### src/rtl/fetch_queue.sv
// Instruction prefetch queue: circular buffer of {pc, inst} between fetch and decode.
// Optional macro FETCHQ_BYPASS_EN adds a zero-latency empty-queue bypass to decode.
module fetch_queue #(
  parameter int DEPTH = 4,
  parameter int PTR_W = 2
) (
  input  logic             clk,
  input  logic             rst,
  input  logic             in_valid,
  output logic             in_ready,
  input  logic [31:0]      in_inst,
  input  logic [31:0]      in_pc,
  input  logic             flush,
  output logic             out_valid,
  input  logic             out_ready,
  output logic [31:0]      out_inst,
  output logic [31:0]      out_pc,
  output logic [PTR_W:0]   count
);

  localparam logic [PTR_W:0] CNT_FULL = (PTR_W+1)'(DEPTH);

  logic [63:0]      mem [DEPTH];
  logic [PTR_W-1:0] wr_ptr;
  logic [PTR_W-1:0] rd_ptr;
  logic [PTR_W:0]   cnt;
  logic [63:0]      head;
  logic             stored_vld;
  logic             byp_vld;
  logic             byp_take;
  logic             push;
  logic             pop;

  assign stored_vld = (cnt != '0);

`ifdef FETCHQ_BYPASS_EN
  assign byp_vld = !stored_vld && in_valid && !flush;
`else
  assign byp_vld = 1'b0;
`endif

  // A bypassed entry consumed in the same cycle never touches storage.
  assign byp_take  = byp_vld && out_ready;
  assign in_ready  = (cnt != CNT_FULL);
  assign out_valid = stored_vld || byp_vld;
  assign push      = in_valid && in_ready && !flush && !byp_take;
  assign pop       = stored_vld && out_ready && !flush;

  assign head     = mem[rd_ptr];
  assign out_inst = stored_vld ? head[31:0]  : (byp_vld ? in_inst : 32'h0000_0000);
  assign out_pc   = stored_vld ? head[63:32] : (byp_vld ? in_pc   : 32'h0000_0000);
  assign count    = cnt;

  always_ff @(posedge clk or posedge rst) begin
    if (rst) begin
      wr_ptr <= '0;
      rd_ptr <= '0;
      cnt    <= '0;
    end else if (flush) begin
      wr_ptr <= '0;
      rd_ptr <= '0;
      cnt    <= '0;
    end else begin
      if (push) wr_ptr <= wr_ptr + 1'b1;
      if (pop)  rd_ptr <= rd_ptr + 1'b1;
      case ({push, pop})
        2'b10:   cnt <= cnt + 1'b1;
        2'b01:   cnt <= cnt - 1'b1;
        default: cnt <= cnt;
      endcase
    end
  end

  // Payload storage carries no reset; only pointers and occupancy qualify it.
  always_ff @(posedge clk) begin
    if (push) mem[wr_ptr] <= {in_pc, in_inst};
  end

endmodule

### config.mk
export PLATFORM = sky130hd
export DESIGN_NAME = fetch_queue
export DESIGN_NICKNAME = d
export VERILOG_FILES = /design/src/rtl/fetch_queue.sv
export SDC_FILE = /design/constraint.sdc
export NUM_CORES = 1
export LEC_CHECK = 0
export BUFFER_PORTS_ARGS = -buffer_cell sky130_fd_sc_hd__buf_2
export CELL_PAD_IN_SITES_DETAIL_PLACEMENT = 0
export CELL_PAD_IN_SITES_GLOBAL_PLACEMENT = 1
export CORE_UTILIZATION = 53
export CTS_BUF_LIST = sky130_fd_sc_hd__clkbuf_16
export CTS_CLUSTER_DIAMETER = 80
export DETAILED_ROUTE_END_ITERATION = 12
export PLACE_DENSITY_LB_ADDON = 0.1
export SLEW_MARGIN = 20
export SYNTH_ARGS = -nofsm -noshare
export SYNTH_HDL_FRONTEND = slang
export SYNTH_SLANG_ARGS = --single-unit
### constraint.sdc
create_clock -name clk -period 4.3 [get_ports clk]
set_input_delay 0.43 -clock clk [delete_from_list [all_inputs] [get_ports clk]]
set_output_delay 0.43 -clock clk [all_outputs]
set_load 0.05 [all_outputs]
==> flow_summary.yaml, run 1 <==
floorplan:
  core_um2: 18800
  dieHeight_um: 141
  initial_core_util: 0.544
  die-area_um2: 19800
  die_width_um: 141
  io_pins: 138
  rows: 50
run_status:
  status: "finished clean"
min_path:
  whs_endpoint: "mem[1][53]$_DFFE_PP_"
  hold_depth: 1
  worst_hold_startpoint: "in_pc[21]"
  hp-class: "input pin to flip-flop"
cts:
  ctsLongestPathBuffers: 3
  cts_buffers: 26
  cts_tree: "yes"
  cts_root_buf: "clkbuf_16"
  worstSkewPairLatency_ns: 0.51
  cts.sinks: 263
  postCtsResizedCells: 0
  path_clk_slew_ns: 0.06
  cts_max_level: 1
job:
  maxCapViolCount: 0
timing:
  post-route-min-period_ns: 3.13
  maxSlewHeadroom: 0.313
  max_freq_mhz: 319
  slew_viol_final: 0
  worstMarginPinSlew_ns: 1.03
  clock_skew_ns: 0.0118
  setup_viol_count_final: 0
  rsz0062_at_grt: "no"
  holdWs_ns: 0.131
  finalHoldViolCount: 0
  tns_ns: 0
  min_period_over_period: 0.729
detailed_routing:
  vias: 4905
  ant_nets: 0
  drtIter0Drc: 264
  vias_per_cell: 5.64
  wl_mm: 18.0
  drtPass1Iterations: 4
  drc_errors: 0
  wl_per_cell_um: 20.8
global_route:
  grt_pass1_wl_mm: 28.7
  grt_remaining_overflow: 0
  grtUsageTotal: 0.191
  grt_start_max_net_pins: 66
  antenna_found_initial: 2
  first_global_vias: 5323
logic_synthesis:
  synth_flop_cell: "edfxtp_1"
  async_flop_share: 0.0266
  synthDistinctLibCells: 35
  yosysMostFrequentCell: "edfxtp_1"
  syn-instance-count: 470
  yosys_warnings: 0
  synth_area_leaders: "edfxtp_1 75%, mux4_2 14%, and2_1 4.2%"
  avgSynthCellArea_um2: 21.7
  synth_common_cells: "256 x edfxtp_1, 68 x and2_1, 64 x mux4_2, 9 x buf_2"
  synth_seq_area_share: 0.770
  syn-num-nets: 544
  yosysTopAreaCell: "edfxtp_1"
  ys_ff_latch: 263
  synth_edf_count: 256
  netlist_area_um2: 10200
  netlist.area_leader.share: 0.753
worst_setup_path:
  r2r_start: "count[0]$_DFFE_PP0P_"
  crit_path_end_kind: "output port"
  worst_setup_path_start_kind: "flip-flop"
  critPathRequiredTime_ns: 3.87
  cp_max_fo: 38
  crit_type: "flip-flop to output port"
  cp.arrival_ns: 2.70
  rrSetupSlack_ns: 1.86
  r2r_cells: 3
  r2r-end: "mem[2][16]$_DFFE_PP_"
power:
  p_seq_frac: 0.499
  p_comb_frac: 0.141
  p_sw_uw: 1480
  switching_share: 0.252
  clkPwrFrac: 0.360
  leakage_uw: 0.00413
  powerDensity_nw_per_um2: 495
  p_int_uw: 4410
  vdd_ir_drop_max_v: 0.000364
finish:
  final_nets: 686
  layout-drive-gt1-share: 0.391
  syn_to_final_growth_pct: 16.7
placed_design:
  port_buffers: 137
  gp_congestion: 0.749
  place.detailed.hpwl_mm: 9.82
==> cell usage in the layout, fill, tap and decap left out, types with 2 or more instances in the layout <==
cell	n
nand2_1	2
clkbuf_16	27
nor3_1	2
nand3_1	4
nand2b_1	2
o21ai_0	2
ha_1	4
and2_4	4
dfrtp_4	2
xor2_1	2
clkinv_1	7
nor2_1	5
a21oi_1	3
and2_1	64
clkinvlp_4	2
bufinv_16	2
clkinv_2	4
edfxtp_1	256
dfrtp_1	5
buf_2	137
inv_1	13
mux4_2	64
o2111ai_1	2
diode_2	3
==> final cells by class <==
cell class                      instances  area, um^2
Antenna cell                            3        7.51
Fill cell                            1334        6850
Multi-Input combinational cell        174        2180
Inverter                                7        26.3
Clock inverter                         21         144
Timing Repair Buffer                  140         723
Clock buffer                           27         676
Tap cell                              234         293
Sequential cell                       263        7870
==> worst max-delay path by stage <==
stage,start,to
floorplan,count[0]$_DFFE_PP0P_,mem[0][0]$_DFFE_PP_
global placement,rd_ptr[0]$_DFFE_PP0P_,out_pc[31]
detailed placement,rd_ptr[0]$_DFFE_PP0P_,out_inst[29]
CTS,rd_ptr[0]$_DFFE_PP0P_,out_inst[29]
global route,rd_ptr[0]$_DFFE_PP0P_,out_inst[29]
finish,rd_ptr[0]$_DFFE_PP0P_,out_inst[29]
==> logic make-up (layout without fill, tap and decap cells) <==
family          after synthesis  count (layout)  synth area share
buf+inv                      33             195            0.0180
compound gates               14              14           0.00943
fa+ha+maj                     5               5           0.00686
simple gates                 87              87            0.0511
mux                          65              65             0.142
other cells                   0               3                 0
flops                       263             263             0.770
xor+xnor                      3               3           0.00257
==> power by group through the flow <==
stage	clock, uW	sequential (uW)	combinational [uW]
after floorplan	0	2970	664
after global placement	0	3000	834
after detailed placement	0	3000	842
after CTS	2180	2950	845
after global routing	2270	2950	885
final	2120	2940	831
==> critical path, cell delays in order, from the launching register on <==
cell and delay (ns):
dfrtp_4 0.83, buf_12 0.38, mux4_2 0.56, and2_1 0.19, buf_2 0.21
==> state kept, by name, summed over array words and instances, names as in the netlist <==
| register | flops |
|---|---|
| wr_ptr | 2 |
| count | 3 |
| rd_ptr | 2 |
| mem | 256 |
==> timing repair <==
item                      4_1_cts  5_1_grt
hold buffers                    1        0
buffers inserted                0        0
hold endpoints to repair        7        0
==> per-layer routing <==
layer / vias up / share of wire / routed length [um] / track usage
met1: 2569 / 0.41 / 7470 / 0.244
met2: 113 / 0.52 / 9360 / 0.341
met3: 30 / 0.049 / 891 / 0.0360
met5: - / 0 / 0 / 0
met4: 0 / 0.018 / 317 / 0.0492
li1: 2193 / - / - / -
==> metrics by stage <==
stage / setup WS [ns] / std cells / util / cell area, um^2 / total power (uW)
2_1_floorplan: 1.10 / 470 / - / 10200 / 3630
3_3_place_gp: 1.64 / 817 / 0.590 / 11100 / 3830
3_5_place_dp: 1.62 / 817 / 0.590 / 11100 / 3840
4_1_cts: 1.07 / 866 / 0.635 / 11900 / 5970
5_1_grt: 0.976 / 866 / 0.635 / 11900 / 6110
6_report: 1.17 / 869 / 0.635 / 11900 / 5900
(Power assumes the default switching activity.)
==> run 2: changes to the inputs <==
CORE_UTILIZATION = 45   (was 53)
clock period = 2.7 ns   (was 4.3 ns; I/O delays follow)
==> run 2 against run 1 <==
The flow now finishes with violations (DRC); register-to-register slack got worse by 1.5 ns; worst setup slack worse by 1.0 ns; highest routed layer unchanged; via count is 5.8% higher; hold slack got worse by 0.10 ns; cell area grew 8.8%; power is 68% higher; core utilization decreased by 4.6 points; global-route usage decreased by 1.7 points; non-clock buffer count increased by 81; clock power up 76%; combinational power up 81%; largest power group unchanged; first-iteration DRC count shrank 32%.
==> flow_summary.yaml, run 2 (synthesis gave the netlist of run 1 again) <==
run_status:
  status: "finished, violations left"
  failed_checks: "DRC"
cts:
  cts_buffers: 28
  cts_tree: "yes"
  path_clk_slew_ns: 0.06
  postCtsResizedCells: 0
  cts_max_level: 1
  cts.sinks: 263
  cts_root_buf: "clkbuf_16"
  ctsLongestPathBuffers: 3
  worstSkewPairLatency_ns: 0.53
floorplan:
  initial_core_util: 0.464
  core_um2: 22000
  die_width_um: 153
  rows: 54
  io_pins: 138
  die-area_um2: 23300
  dieHeight_um: 153
finish:
  regMostFlops: "mem"
  largest_reg_flops: 256
  final_nets: 769
  layout_common_cells: "256 x edfxtp_1, 137 x buf_2, 65 x dlygate4sd3_1"
  layout_commonest_cell: "edfxtp_1"
  final_cells: 995
  syn_to_final_growth_pct: 27.0
  design_area_um2: 13000
  layout-drive-gt1-share: 0.373
timing:
  setup_slack_ns: 0.150
  maxSlewHeadroom: 0.672
  rsz0062_at_grt: "no"
  clock_skew_ns: 0.0114
  finalHoldViolCount: 0
  post-route-min-period_ns: 2.55
  tns_ns: 0
  slew_viol_final: 0
  min_period_over_period: 0.944
  setup_viol_count_final: 0
  worstMarginPinSlew_ns: 0.493
  max_freq_mhz: 392
worst_setup_path:
  cpPeakStageDelay_ns: 0.53
  r2r_start: "count[0]$_DFFE_PP0P_"
  crit_type: "flip-flop to output port"
  cp-startpoint: "count[0]$_DFFE_PP0P_"
  path_cells: "or3_2 > buf_4 > and2_1 > buf_2"
  rrSetupSlack_ns: 0.37
  r2r-end: "count[2]$_DFFE_PP0P_"
  endpoint: "out_pc[31]"
  worst_setup_path_start_kind: "flip-flop"
  crit_path_end_kind: "output port"
  cp_max_fo: 35
  r2r_cells: 5
  slowest_stage: "or3_2"
  cp.arrival_ns: 2.28
  critPathRequiredTime_ns: 2.43
global_route:
  antenna_found_initial: 1
  grt_remaining_overflow: 0
  first_global_vias: 5818
  grt_pass1_wl_mm: 31.3
  grt_start_max_net_pins: 36
  grtUsageTotal: 0.175
placed_design:
  place.detailed.hpwl_mm: 11.8
  pre_cts_slack_ns: 0.433
  place_inst: 878
  port_buffers: 137
  place_area_um2: 11400
  gp_congestion: 0.748
detailed_routing:
  ant_nets: 0
  wl_mm: 19.4
  drtPass1Iterations: 8
  vias_per_cell: 5.21
  vias: 5188
  drc_errors: 5
  wl_per_cell_um: 19.5
  drtIter0Drc: 179
power:
  p_sw_uw: 2440
  powerDensity_nw_per_um2: 762
  leakage_uw: 0.00456
  p_comb_frac: 0.152
  p_seq_frac: 0.470
  clkPwrFrac: 0.378
  vdd_ir_drop_max_v: 0.000456
  p_int_uw: 7440
  switching_share: 0.247
min_path:
  hp-class: "input pin to flip-flop"
job:
  maxCapViolCount: 0
-- run 2: layer usage --
metal | global-route usage | vias to the layer above | part of all wire
li1 | - | 2362 | -
met1 | 0.227 | 2684 | 0.43
met2 | 0.302 | 126 | 0.51
met3 | 0.0324 | 16 | 0.048
met4 | 0.0471 | 0 | 0.011
met5 | 0 | - | 0
-- run 2: metrics by stage --
stage,power [uW],utilization,hold WS [ns]
floorplan,5780,-,0.0734
global placement,6160,0.517,0.238
detailed placement,6180,0.517,0.248
CTS,10000,0.588,0.00630
global route,10300,0.589,0.0368
finish,9890,0.589,0.0266
-- run 2: final cells by class --
type / instances / area [um^2]
Tap cell: 280 / 350
Multi-Input combinational cell: 174 / 2180
Clock buffer: 29 / 726
Sequential cell: 263 / 7870
Antenna cell: 1 / 2.50
Timing Repair Buffer: 221 / 1630
Inverter: 7 / 26.3
Fill cell: 1669 / 9060
Clock inverter: 20 / 185
-- run 2: critical path, delay by kind of cell (launching register included) --
family | cells | cell delay [ns]
buffers and inverters | 2 | 0.47
flip-flops | 1 | 0.52
AND/OR/NAND/NOR | 2 | 0.73
-- run 2: power by group through the flow --
stage / Combinational [uW] / Sequential, uW / Clock, uW
6_report: 1500 / 4650 / 3740
5_1_grt: 1600 / 4660 / 3990
4_1_cts: 1510 / 4660 / 3840
3_5_place_dp: 1430 / 4750 / 0
3_3_place_gp: 1420 / 4740 / 0
2_1_floorplan: 1060 / 4720 / 0
-- run 2: how the worst min path moves through the flow --
stage,end,startpoint,slack (ns),cells past startpoint
2_1_floorplan,count[0]$_DFFE_PP0P_,rst,0.07,1
3_3_place_gp,wr_ptr[0]$_DFFE_PP0P_,rst,0.24,2
3_5_place_dp,wr_ptr[1]$_DFFE_PP0P_,rst,0.25,2
4_1_cts,count[0]$_DFFE_PP0P_,flush,0.006,2
5_1_grt,wr_ptr[1]$_DFFE_PP0P_,flush,0.04,2
6_report,count[0]$_DFFE_PP0P_,flush,0.03,2
-- run 2: what timing repair did --
action                     in CTS  in global routing
buffers inserted                0                  2
hold endpoints to repair      263                  0
setup endpoints to repair       0                 26
hold buffers                   65                  0
